$ cat src/rtl/pipe_hazard_ctrl.sv
// Stall/flush sequencer for the 5-stage pipeline: load-use bubbles, branch flush,
// memory-wait freeze with watchdog. Optional HAZARD_STATS_EN adds event counters.
module pipe_hazard_ctrl #(
  parameter int LOAD_STALL_CYCLES = 1,
  parameter int MEM_TIMEOUT       = 64,
  parameter int REG_ADDR_LEN      = 5
) (
  input  logic                    clk,
  input  logic                    rst,
  input  logic [REG_ADDR_LEN-1:0] id_src1,
  input  logic [REG_ADDR_LEN-1:0] id_src2,
  input  logic                    id_uses_src1,
  input  logic                    id_uses_src2,
  input  logic [REG_ADDR_LEN-1:0] ex_dest,
  input  logic                    ex_wb_en,
  input  logic                    ex_mem_read,
  input  logic                    branch_taken,
  input  logic                    mem_req,
  input  logic                    mem_ready,
  output logic                    pc_freeze,
  output logic                    if2id_freeze,
  output logic                    if2id_flush,
  output logic                    id2ex_bubble,
  output logic                    id2ex_freeze,
  output logic                    ex2mem_freeze,
  output logic                    mem_timeout
`ifdef HAZARD_STATS_EN
  ,
  output logic [31:0]             lu_stall_count,
  output logic [31:0]             flush_count,
  output logic [31:0]             mem_wait_count
`endif
);

  typedef enum logic [1:0] {RUN, LU_STALL, MEM_WAIT} state_e;

  localparam logic [3:0]  LU_RELOAD = 4'(LOAD_STALL_CYCLES - 1);
  localparam logic [15:0] TIMEOUT_W = 16'(MEM_TIMEOUT);

  state_e      state_q, state_d;
  logic [3:0]  cnt_q, cnt_d;
  logic [15:0] timer_q, timer_d;
  logic        timeout_q, timeout_d;
  logic        lu, mem_stall;

  assign lu = ex_mem_read & ex_wb_en & (ex_dest != '0) &
              ((id_uses_src1 & (id_src1 == ex_dest)) |
               (id_uses_src2 & (id_src2 == ex_dest)));
  assign mem_stall = mem_req & ~mem_ready;

  always_comb begin
    state_d       = state_q;
    cnt_d         = cnt_q;
    timer_d       = timer_q;
    timeout_d     = timeout_q;
    pc_freeze     = 1'b0;
    if2id_freeze  = 1'b0;
    if2id_flush   = 1'b0;
    id2ex_bubble  = 1'b0;
    id2ex_freeze  = 1'b0;
    ex2mem_freeze = 1'b0;
    mem_timeout   = timeout_q;
    if (rst) begin
      state_d     = RUN;
      cnt_d       = '0;
      timer_d     = '0;
      timeout_d   = 1'b0;
      mem_timeout = 1'b0;
    end else begin
      case (state_q)
        RUN, LU_STALL: begin
          if (mem_stall) begin
            // Entering the wait discards any remaining load-use count.
            pc_freeze     = 1'b1;
            if2id_freeze  = 1'b1;
            id2ex_freeze  = 1'b1;
            ex2mem_freeze = 1'b1;
            timer_d       = 16'd1;
            cnt_d         = '0;
            state_d       = MEM_WAIT;
          end else if (state_q == LU_STALL) begin
            pc_freeze    = 1'b1;
            if2id_freeze = 1'b1;
            id2ex_bubble = 1'b1;
            cnt_d        = cnt_q - 4'd1;
            if (cnt_q == 4'd1) state_d = RUN;
          end else if (lu) begin
            pc_freeze    = 1'b1;
            if2id_freeze = 1'b1;
            id2ex_bubble = 1'b1;
            if (LOAD_STALL_CYCLES > 1) begin
              cnt_d   = LU_RELOAD;
              state_d = LU_STALL;
            end
          end else if (branch_taken) begin
            if2id_flush = 1'b1;
          end
        end
        MEM_WAIT: begin
          if (mem_ready) begin
            timer_d = '0;
            state_d = RUN;
          end else if (timer_q == TIMEOUT_W) begin
            timeout_d = 1'b1;
            timer_d   = '0;
            state_d   = RUN;
          end else begin
            pc_freeze     = 1'b1;
            if2id_freeze  = 1'b1;
            id2ex_freeze  = 1'b1;
            ex2mem_freeze = 1'b1;
            timer_d       = timer_q + 16'd1;
          end
        end
        default: state_d = RUN;
      endcase
    end
  end

  always_ff @(posedge clk) begin
    if (rst) begin
      state_q   <= RUN;
      cnt_q     <= '0;
      timer_q   <= '0;
      timeout_q <= 1'b0;
    end else begin
      state_q   <= state_d;
      cnt_q     <= cnt_d;
      timer_q   <= timer_d;
      timeout_q <= timeout_d;
    end
  end

`ifdef HAZARD_STATS_EN
  always_ff @(posedge clk) begin
    if (rst) begin
      lu_stall_count <= '0;
      flush_count    <= '0;
      mem_wait_count <= '0;
    end else begin
      if (id2ex_bubble && lu_stall_count != '1) lu_stall_count <= lu_stall_count + 32'd1;
      if (if2id_flush && flush_count != '1)     flush_count    <= flush_count + 32'd1;
      if (ex2mem_freeze && mem_wait_count != '1) mem_wait_count <= mem_wait_count + 32'd1;
    end
  end
`endif

endmodule

$ cat config.mk
export PLATFORM = sky130hd
export DESIGN_NAME = pipe_hazard_ctrl
export DESIGN_NICKNAME = d
export VERILOG_FILES = /design/src/rtl/pipe_hazard_ctrl.sv
export SDC_FILE = /design/constraint.sdc
export NUM_CORES = 1
export LEC_CHECK = 0
export BUFFER_PORTS_ARGS = -buffer_cell sky130_fd_sc_hd__clkbuf_2
export CAP_MARGIN = 10
export CORE_ASPECT_RATIO = 2
export CORE_UTILIZATION = 40
export DETAILED_ROUTE_END_ITERATION = 12
export GPL_ROUTABILITY_DRIVEN = 0
export PLACE_DENSITY = 0.69
export SLEW_MARGIN = 20
export SYNTH_ARGS = -nofsm -noshare
export SYNTH_HDL_FRONTEND = slang
export SYNTH_SLANG_ARGS = --single-unit
$ cat constraint.sdc
create_clock -name clk -period 4.09 [get_ports clk]
set_clock_uncertainty 0.1 [all_clocks]
set_input_delay 1.227 -clock clk [delete_from_list [all_inputs] [get_ports clk]]
set_output_delay 1.227 -clock clk [all_outputs]
set_load 0.01 [all_outputs]
==> results by group, run 1 <==
Clock network
  • CTS Buf Count: 3
  • Worst skew pair latency: 0.26 ns
  • Root Buffer: clkbuf_8
  • Post_cts resized: 0
  • Sink Count: 18
  • Htree depth: 1
  • Clock Path Buffers: 2
  • Clock edge transition at the registers on the reported setup and hold paths: 0.06 ns
  • CTS tree: yes
  • Postcts setup bufs: 0
  • CTS Hold Bufs: 0

Critical path
  • Worst Setup Start Kind: input pin
  • CP required: 2.76 ns
  • R2r worst-path depth: 7
  • Setup CP Type: in -> out
  • Crit path DAT: 2.52 ns
  • CP peak stage delay: 0.38 ns
  • CP max-delay cell: or3_1
  • Worst Path Max Fanout: 3
  • Critical path capture point type: output pin
  • CP cell instances: clkbuf_2 > or3_1 > o311a_1 > o221a_1 > o21a_1 > clkbuf_2
  • Register-to-register setup slack: 1.81 ns
  • CP dominant cell by count: clkbuf_2

Global route
  • Initial antenna violation count: 0
  • First-pass GRT wire length: 4860 um
  • Vias in the first global route: 1126
  • Overall routing resource usage: 0.214
  • Largest net degree at the start of global routing: 17
  • GR Overflow Total: 0

Detailed routing
  • Metal-1 WL: 1120 um
  • Detailed Route WL: 3010 um
  • Post-DRT Antenna Nets: 0
  • DRT iter0 DRCs: 79
  • Vias/cell: 6.10
  • Routed wire per std cell: 14.7 um
  • Metal3 WL: 188 um
  • Met2 wire len: 1560 um
  • Drt pass-1 iters: 4
  • Top Layer Used: met4
  • # DRC: 0
  • Via count: 1244

STA
  • Max-slew headroom: 0.722
  • Crit path time final: 3.85 ns
  • Pins Over Slew Limit: 0
  • Total negative slack: 0 ns
  • RSZ-0062 raised after global routing: no
  • Setup Viol. Count Final: 0
  • Worst-margin pin slew: 0.413 ns
  • Worst Setup Slack, final: 0.239 ns
  • Fin. Hold Viols: 0
  • Final period util: 0.941
  • Highest Clock Rate: 260 MHz

Synthesis
  • Share of synthesized registers carrying an async set or reset: 0
  • Main combinational cell family by area after synthesis: simple AND/OR/NAND/NOR gates
  • Synth Area in Compound Gates: 0.226
  • Sequential area share after synthesis: 0.306
  • Syn Std Cell Area: 1180 um2
  • Number of synthesized flops with an enable pin: 0
  • Synth area leader: dfxtp_1
  • Top cell type's share of synthesized area: 0.306
  • Synth top area cells: dfxtp_1 31%, xnor2_1 9.7%, a31oi_1 6.4%
  • Avg Inst Size Synth: 8.18 um2
  • Flops & latches, synth: 18
  • Ys flop type: dfxtp_1
  • Post-synthesis simple-gate area fraction: 0.276
  • Adder-cell share of the synthesized area: 0.0212
  • Post-Synth XOR/XNOR Area: 0.111
  • Syn nets: 170
  • Syn Inst Count: 144
  • Multiplexer share of the synthesized area: 0
  • Synth warn: 0
  • Post-synthesis cell type count: 40

Finish
  • Area delta synth->final: 18.5%
  • Multi-input gate area: 748 um2
  • Most common cell after layout, fill and taps aside: clkbuf_2
  • Layout cells sized above 1: 0.251
  • # fillers: 263
  • Most frequent cells in the layout: 30 x clkbuf_2, 18 x dfxtp_1, 13 x xnor2_1, 13 x nand2_1, 12 x a31oi_1
  • Final net count: 203
  • Antenna diodes: 0
  • Util after Layout: 0.504
  • Reg area: 360 um2

Floorplanning
  • Starting Density: 0.425
  • FP Rows: 27
  • Core box area: 2770 um2
  • Die footprint: 3180 um2
  • Chip width: 40.4 um
  • IO Pins: 31
  • Die height: 78.8 um

Power
  • Net switching power: 96.1 uW
  • Leakage dissipation: 0.000513 uW
  • Flop pwr share: 0.491
  • Maximum vdd drop: 0.000103 V
  • Switching Fraction: 0.262
  • Cell-internal power: 270 uW
  • Pwr dens: 262 nW/um2
  • Combinational power share: 0.165
  • Clock power frac: 0.343
  • Power Total: 366 uW

Placed design
  • DP Worst Slack: 0.231 ns
  • IO buf count: 30
  • Dpl hpwl: 2300 um

Flow run
  • Max_cap viols: 0

Outcome
  • Run status: finished clean

Min path
  • Hold Path Stages: 2
  • Worst Hold Class: reg -> reg
metrics by stage:
| stage | hold WS [ns] | instance area (um2) | std cells |
|---|---|---|---|
| floorplan | 0.329 | 1180 | 144 |
| global placement | 0.346 | 1360 | 201 |
| detailed placement | 0.367 | 1360 | 201 |
| CTS | 0.383 | 1400 | 204 |
| global route | 0.412 | 1400 | 204 |
| finish | 0.377 | 1400 | 204 |
layout make-up:
type                            instances  area share
Sequential cell                        18       0.258
Timing Repair Buffer                   33       0.124
Tap cell                               29      0.0260
Clock buffer                            3      0.0296
Multi-Input combinational cell        111       0.536
Inverter                               10      0.0269
power by group through the flow:
stage	registers [uW]	clock network, uW	logic, uW
finish	180	126	60.6
global route	180	136	68.1
CTS	180	128	60.6
detailed placement	184	0	60.1
global placement	184	0	58.6
floorplan	183	0	34.6
worst max-delay path, delay by kind of cell:
| family | cells | cell delay [ns] |
|---|---|---|
| AO/OA/AOI/OAI | 3 | 0.68 |
| buffers and inverters | 2 | 0.23 |
| AND/OR/NAND/NOR | 1 | 0.38 |
path summary, 6_finish.rpt:
path / endpoint / startpoint
setup / recovery: if2id_freeze / ex_dest[0]
hold / removal: timeout_q / timeout_q
hold reg to reg: timeout_q / timeout_q
setup reg to reg: timer_q[8] / timer_q[0]
logic make-up (layout without fill, tap and decap cells):
family,count (synthesis),after routing
AOI/OAI and AO/OA,38,38
and+or+nand+nor,56,56
adders and majority gates,2,2
xor gates and xnor gates,15,15
DFF,18,18
buffers and inverters,15,46
flip-flops by register name (all words and copies together), names as in the netlist:
name / cells
state_q: 1
timeout_q: 1
timer_q: 16
metal layers:
layer  global-route usage  vias to the layer above
li1                     -                      602
met1                0.210                      569
met2                0.365                       58
met3               0.0475                       15
met4                0.137                        0
met5                    0                        -
synth_stat cells, types with 5 or more instances:
cell type  instances
nor4_1             6
nand4_1            5
nor2_1             6
xnor2_1           13
o21ai_0            6
dfxtp_1           18
inv_1             10
a31oi_1           12
nand3_1            9
nand2_1           13
No activity file was read; power rests on OpenSTA's default activity.
==> run 2: changes to the inputs <==
- ABC_AREA: unset -> 1
- PLACE_DENSITY: 0.69 -> 0.68
==> run 2 against run 1 <==
Sequential cell count did not move; combinational power rose by 8.4%; synthesized cell count rose by 63%; core utilization fell by 1.0 points; first-iteration DRC count fell by 32%; routed wire length rose by 12%; final area rose by 14%; total power rose by 1.5%; die area rose by 16%; final cell count rose by 46%; non-clock buffer count fell by 1; sequential share of layout area fell by 3.2 points; critical path type unchanged.
==> results by group, run 2 <==
Finish
  • Register with the most flip-flops: timer_q (unchanged)
  • Most common cell after layout, fill and taps aside: nand2_1 (was clkbuf_2)
  • Most frequent cells in the layout: 80 x nand2_1, 36 x nor2_1, 35 x inv_1 (was 30 x clkbuf_2, 18 x dfxtp_1, 13 x xnor2_1, 13 x nand2_1, 12 x a31oi_1)
  • Final net count: 294 (was 203)
  • Fin cells: 297 (was 204)
  • Largest registers: timer_q: 16 flops, state_q: 1 flops, timeout_q: 1 flops (unchanged)
  • Largest register FFs: 16 (unchanged)
  • Antenna diodes: 0 (unchanged)
  • Layout cells sized above 1: 0.199 (was 0.251)
  • Area delta synth->final: 16.0% (was 18.5%)

Placed design
  • DP Worst Slack: 0.499 ns (was 0.231 ns)
  • Dpl hpwl: 2800 um (was 2300 um)
  • Placed cells: 294 (was 201)
  • IO buf count: 30 (unchanged)

Clock network
  • Root Buffer: clkbuf_8 (unchanged)
  • CTS tree: yes (unchanged)
  • Postcts setup bufs: 0 (unchanged)
  • Sink Count: 18 (unchanged)
  • Clock Path Buffers: 2 (unchanged)
  • Htree depth: 1 (unchanged)
  • Worst skew pair latency: 0.26 ns (about the same)
  • CTS Buf Count: 3 (unchanged)
  • Post_cts resized: 0 (unchanged)
  • Clock edge transition at the registers on the reported setup and hold paths: 0.07 ns (was 0.06 ns)
  • CTS Hold Bufs: 0 (unchanged)

STA
  • Fin. Hold Viols: 0 (unchanged)
  • Highest Clock Rate: 279 MHz (was 260 MHz)
  • Worst Setup Slack, final: 0.508 ns (was 0.239 ns)
  • RSZ-0062 raised after global routing: no (unchanged)
  • Worst-margin pin slew: 0.331 ns (was 0.413 ns)
  • Pins Over Slew Limit: 0 (unchanged)
  • Setup Viol. Count Final: 0 (unchanged)
  • Crit path time final: 3.58 ns (was 3.85 ns)
  • Final period util: 0.876 (was 0.941)
  • WHS: 0.386 ns (was 0.377 ns)
  • Max-slew headroom: 0.779 (was 0.722)
  • Total negative slack: 0 ns (unchanged)

Global route
  • Largest net degree at the start of global routing: 11 (was 17)
  • First-pass GRT wire length: 5870 um (was 4860 um)
  • GR Overflow Total: 0 (unchanged)
  • Vias in the first global route: 1438 (was 1126)
  • Initial antenna violation count: 0 (unchanged)
  • Overall routing resource usage: 0.209 (was 0.214)

Outcome
  • Run status: finished clean (unchanged)

Detailed routing
  • Vias/cell: 5.06 (was 6.10)
  • Drt pass-1 iters: 6 (was 4)
  • Via count: 1504 (was 1244)
  • # DRC: 0 (unchanged)
  • Detailed Route WL: 3360 um (was 3010 um)
  • DRT iter0 DRCs: 54 (was 79)
  • Post-DRT Antenna Nets: 0 (unchanged)
  • Routed wire per std cell: 11.3 um (was 14.7 um)

Min path
  • Hold Path Stages: 2 (unchanged)
  • Hold EP: timeout_q (unchanged)
  • Worst Hold Class: reg -> reg (unchanged)
  • Hold Crit Start: timeout_q (unchanged)

Synthesis
  • Number of synthesized flops with an enable pin: 0 (unchanged)
  • Avg Inst Size Synth: 5.85 um2 (was 8.18 um2)
  • Commonest cells post-synth: 80 x nand2_1, 36 x nor2_1, 35 x inv_1 (was 18 x dfxtp_1, 13 x nand2_1, 13 x xnor2_1)
  • Syn Std Cell Area: 1370 um2 (was 1180 um2)
  • Synth top area cells: dfxtp_1 26%, nand2_1 22%, nor2_1 9.8% (was dfxtp_1 31%, xnor2_1 9.7%, a31oi_1 6.4%)
  • Count leader, synth: nand2_1 (was dfxtp_1)
  • Syn Inst Count: 235 (was 144)
  • Post-synthesis cell type count: 24 (was 40)
  • Synth area leader: dfxtp_1 (unchanged)
  • Sequential area share after synthesis: 0.262 (was 0.306)
  • Ys flop type: dfxtp_1 (unchanged)
  • Share of synthesized registers carrying an async set or reset: 0 (unchanged)
  • Synth warn: 0 (unchanged)
  • Flops & latches, synth: 18 (unchanged)
  • Top cell type's share of synthesized area: 0.262 (was 0.306)
  • Syn nets: 261 (was 170)

Critical path
  • CP delay by family, top: simple AND/OR/NAND/NOR gates (was compound AO/OA/AOI/OAI gates)
  • CP peak stage delay: 0.16 ns (was 0.38 ns)
  • Critical path capture point type: output pin (unchanged)
  • R2r worst-path depth: 6 (was 7)
  • CP required: 2.76 ns (about the same)
  • Crit path DAT: 2.26 ns (was 2.52 ns)
  • Critical R2R Capture: timer_q[9] (was timer_q[8])
  • Worst Setup Start Kind: input pin (unchanged)
  • Worst Path Max Fanout: 3 (unchanged)
  • CP dominant cell by count: nand2_1 (was clkbuf_2)
  • CP max-delay cell: a21oi_1 (was or3_1)
  • Setup CP Type: in -> out (unchanged)
  • CP cell instances: clkbuf_2 > inv_1 > nand2_1 > nand2_1 > nor2_1 > nand3_1 > nand2_1 > nand2_1 > a21oi_1 > clkbuf_2 (was clkbuf_2 > or3_1 > o311a_1 > o221a_1 > o21a_1 > clkbuf_2)
  • R2r startpoint: state_q[1] (was timer_q[0])
  • CP bufs+invs: 3 (was 2)
  • Register-to-register setup slack: 2.59 ns (was 1.81 ns)

Power
  • Pwr dens: 233 nW/um2 (was 262 nW/um2)
  • Leakage dissipation: 0.000779 uW (was 0.000513 uW)
  • Maximum vdd drop: 0.000113 V (was 0.000103 V)

Floorplanning
  • IO Pins: 31 (unchanged)
  • Chip width: 43.4 um (was 40.4 um)
  • FP Rows: 29 (was 27)
  • Starting Density: 0.425 (about the same)
  • Core box area: 3230 um2 (was 2770 um2)
  • Die height: 84.9 um (was 78.8 um)
  • Die footprint: 3690 um2 (was 3180 um2)

Flow run
  • Max_cap viols: 0 (unchanged)
==> run 2: cell count changes in the layout (fill, tap and decap cells not counted), sizes merged, moves of 6 or more <==
cell | before | now
xnor2 | 13 | 2
a21oi | 3 | 10
inv | 10 | 36
nor4 | 8 | 0
a31oi | 12 | 0
nand2 | 13 | 84
nor2 | 6 | 43
nand3 | 9 | 15
==> run 2: cells by family after synthesis <==
| family | synth area share |
|---|---|
| AND/OR/NAND/NOR | 0.470 |
| buffers and inverters | 0.119 |
| flip-flops | 0.262 |
| AO/OA/AOI/OAI | 0.0984 |
| XOR/XNOR | 0.0319 |
| adder cells (fa/ha/maj) | 0.0182 |
==> run 2: layout make-up <==
cell class	instances	area, um2
inverters	37	139
fillers	370	1640
multi-input cells	176	850
clock buffers	3	41.3
repair buffers	32	165
flip-flops and latches	18	360
well taps	31	38.8
==> run 2: per-stage QoR <==
stage / instance area [um2] / power (uW) / util
after floorplan: 1370 / 223 / -
after global placement: 1550 / 248 / 0.481
after detailed placement: 1550 / 249 / 0.481
after CTS: 1590 / 372 / 0.494
after global routing: 1590 / 385 / 0.494
final: 1590 / 372 / 0.494
==> run 2: metal layers <==
metal  global-route usage  share of wire
met1                0.197           0.35
met2                0.405           0.56
met3               0.0234          0.042
met4                0.116          0.043
met5                    0              0
==> run 2: how the worst max path moves through the flow <==
stage,start,slack (ns),endpoint,cells after the start
floorplan,ex_dest[2],0.70,pc_freeze,9
global placement,ex_dest[3],0.51,if2id_freeze,10
CTS,ex_dest[3],0.50,pc_freeze,10
detailed placement,ex_dest[3],0.50,pc_freeze,10
finish,ex_dest[3],0.51,pc_freeze,10
global route,ex_dest[3],0.38,pc_freeze,10
==> run 2: report_power, final <==
group          leakage, uW  internal (uW)  total, uW  switching (uW)
Sequential        0.000145            177        178            1.21
Clock            0.0000216           65.6        128            62.4
Combinational     0.000612           25.4       65.7            40.2
Total             0.000779            268        372             104
==> run 2: tightest hold or removal path: stages (launching register included) <==
cell and delay (ns):
dfxtp_1 0.30, inv_1 0.06, o22ai_1 0.08
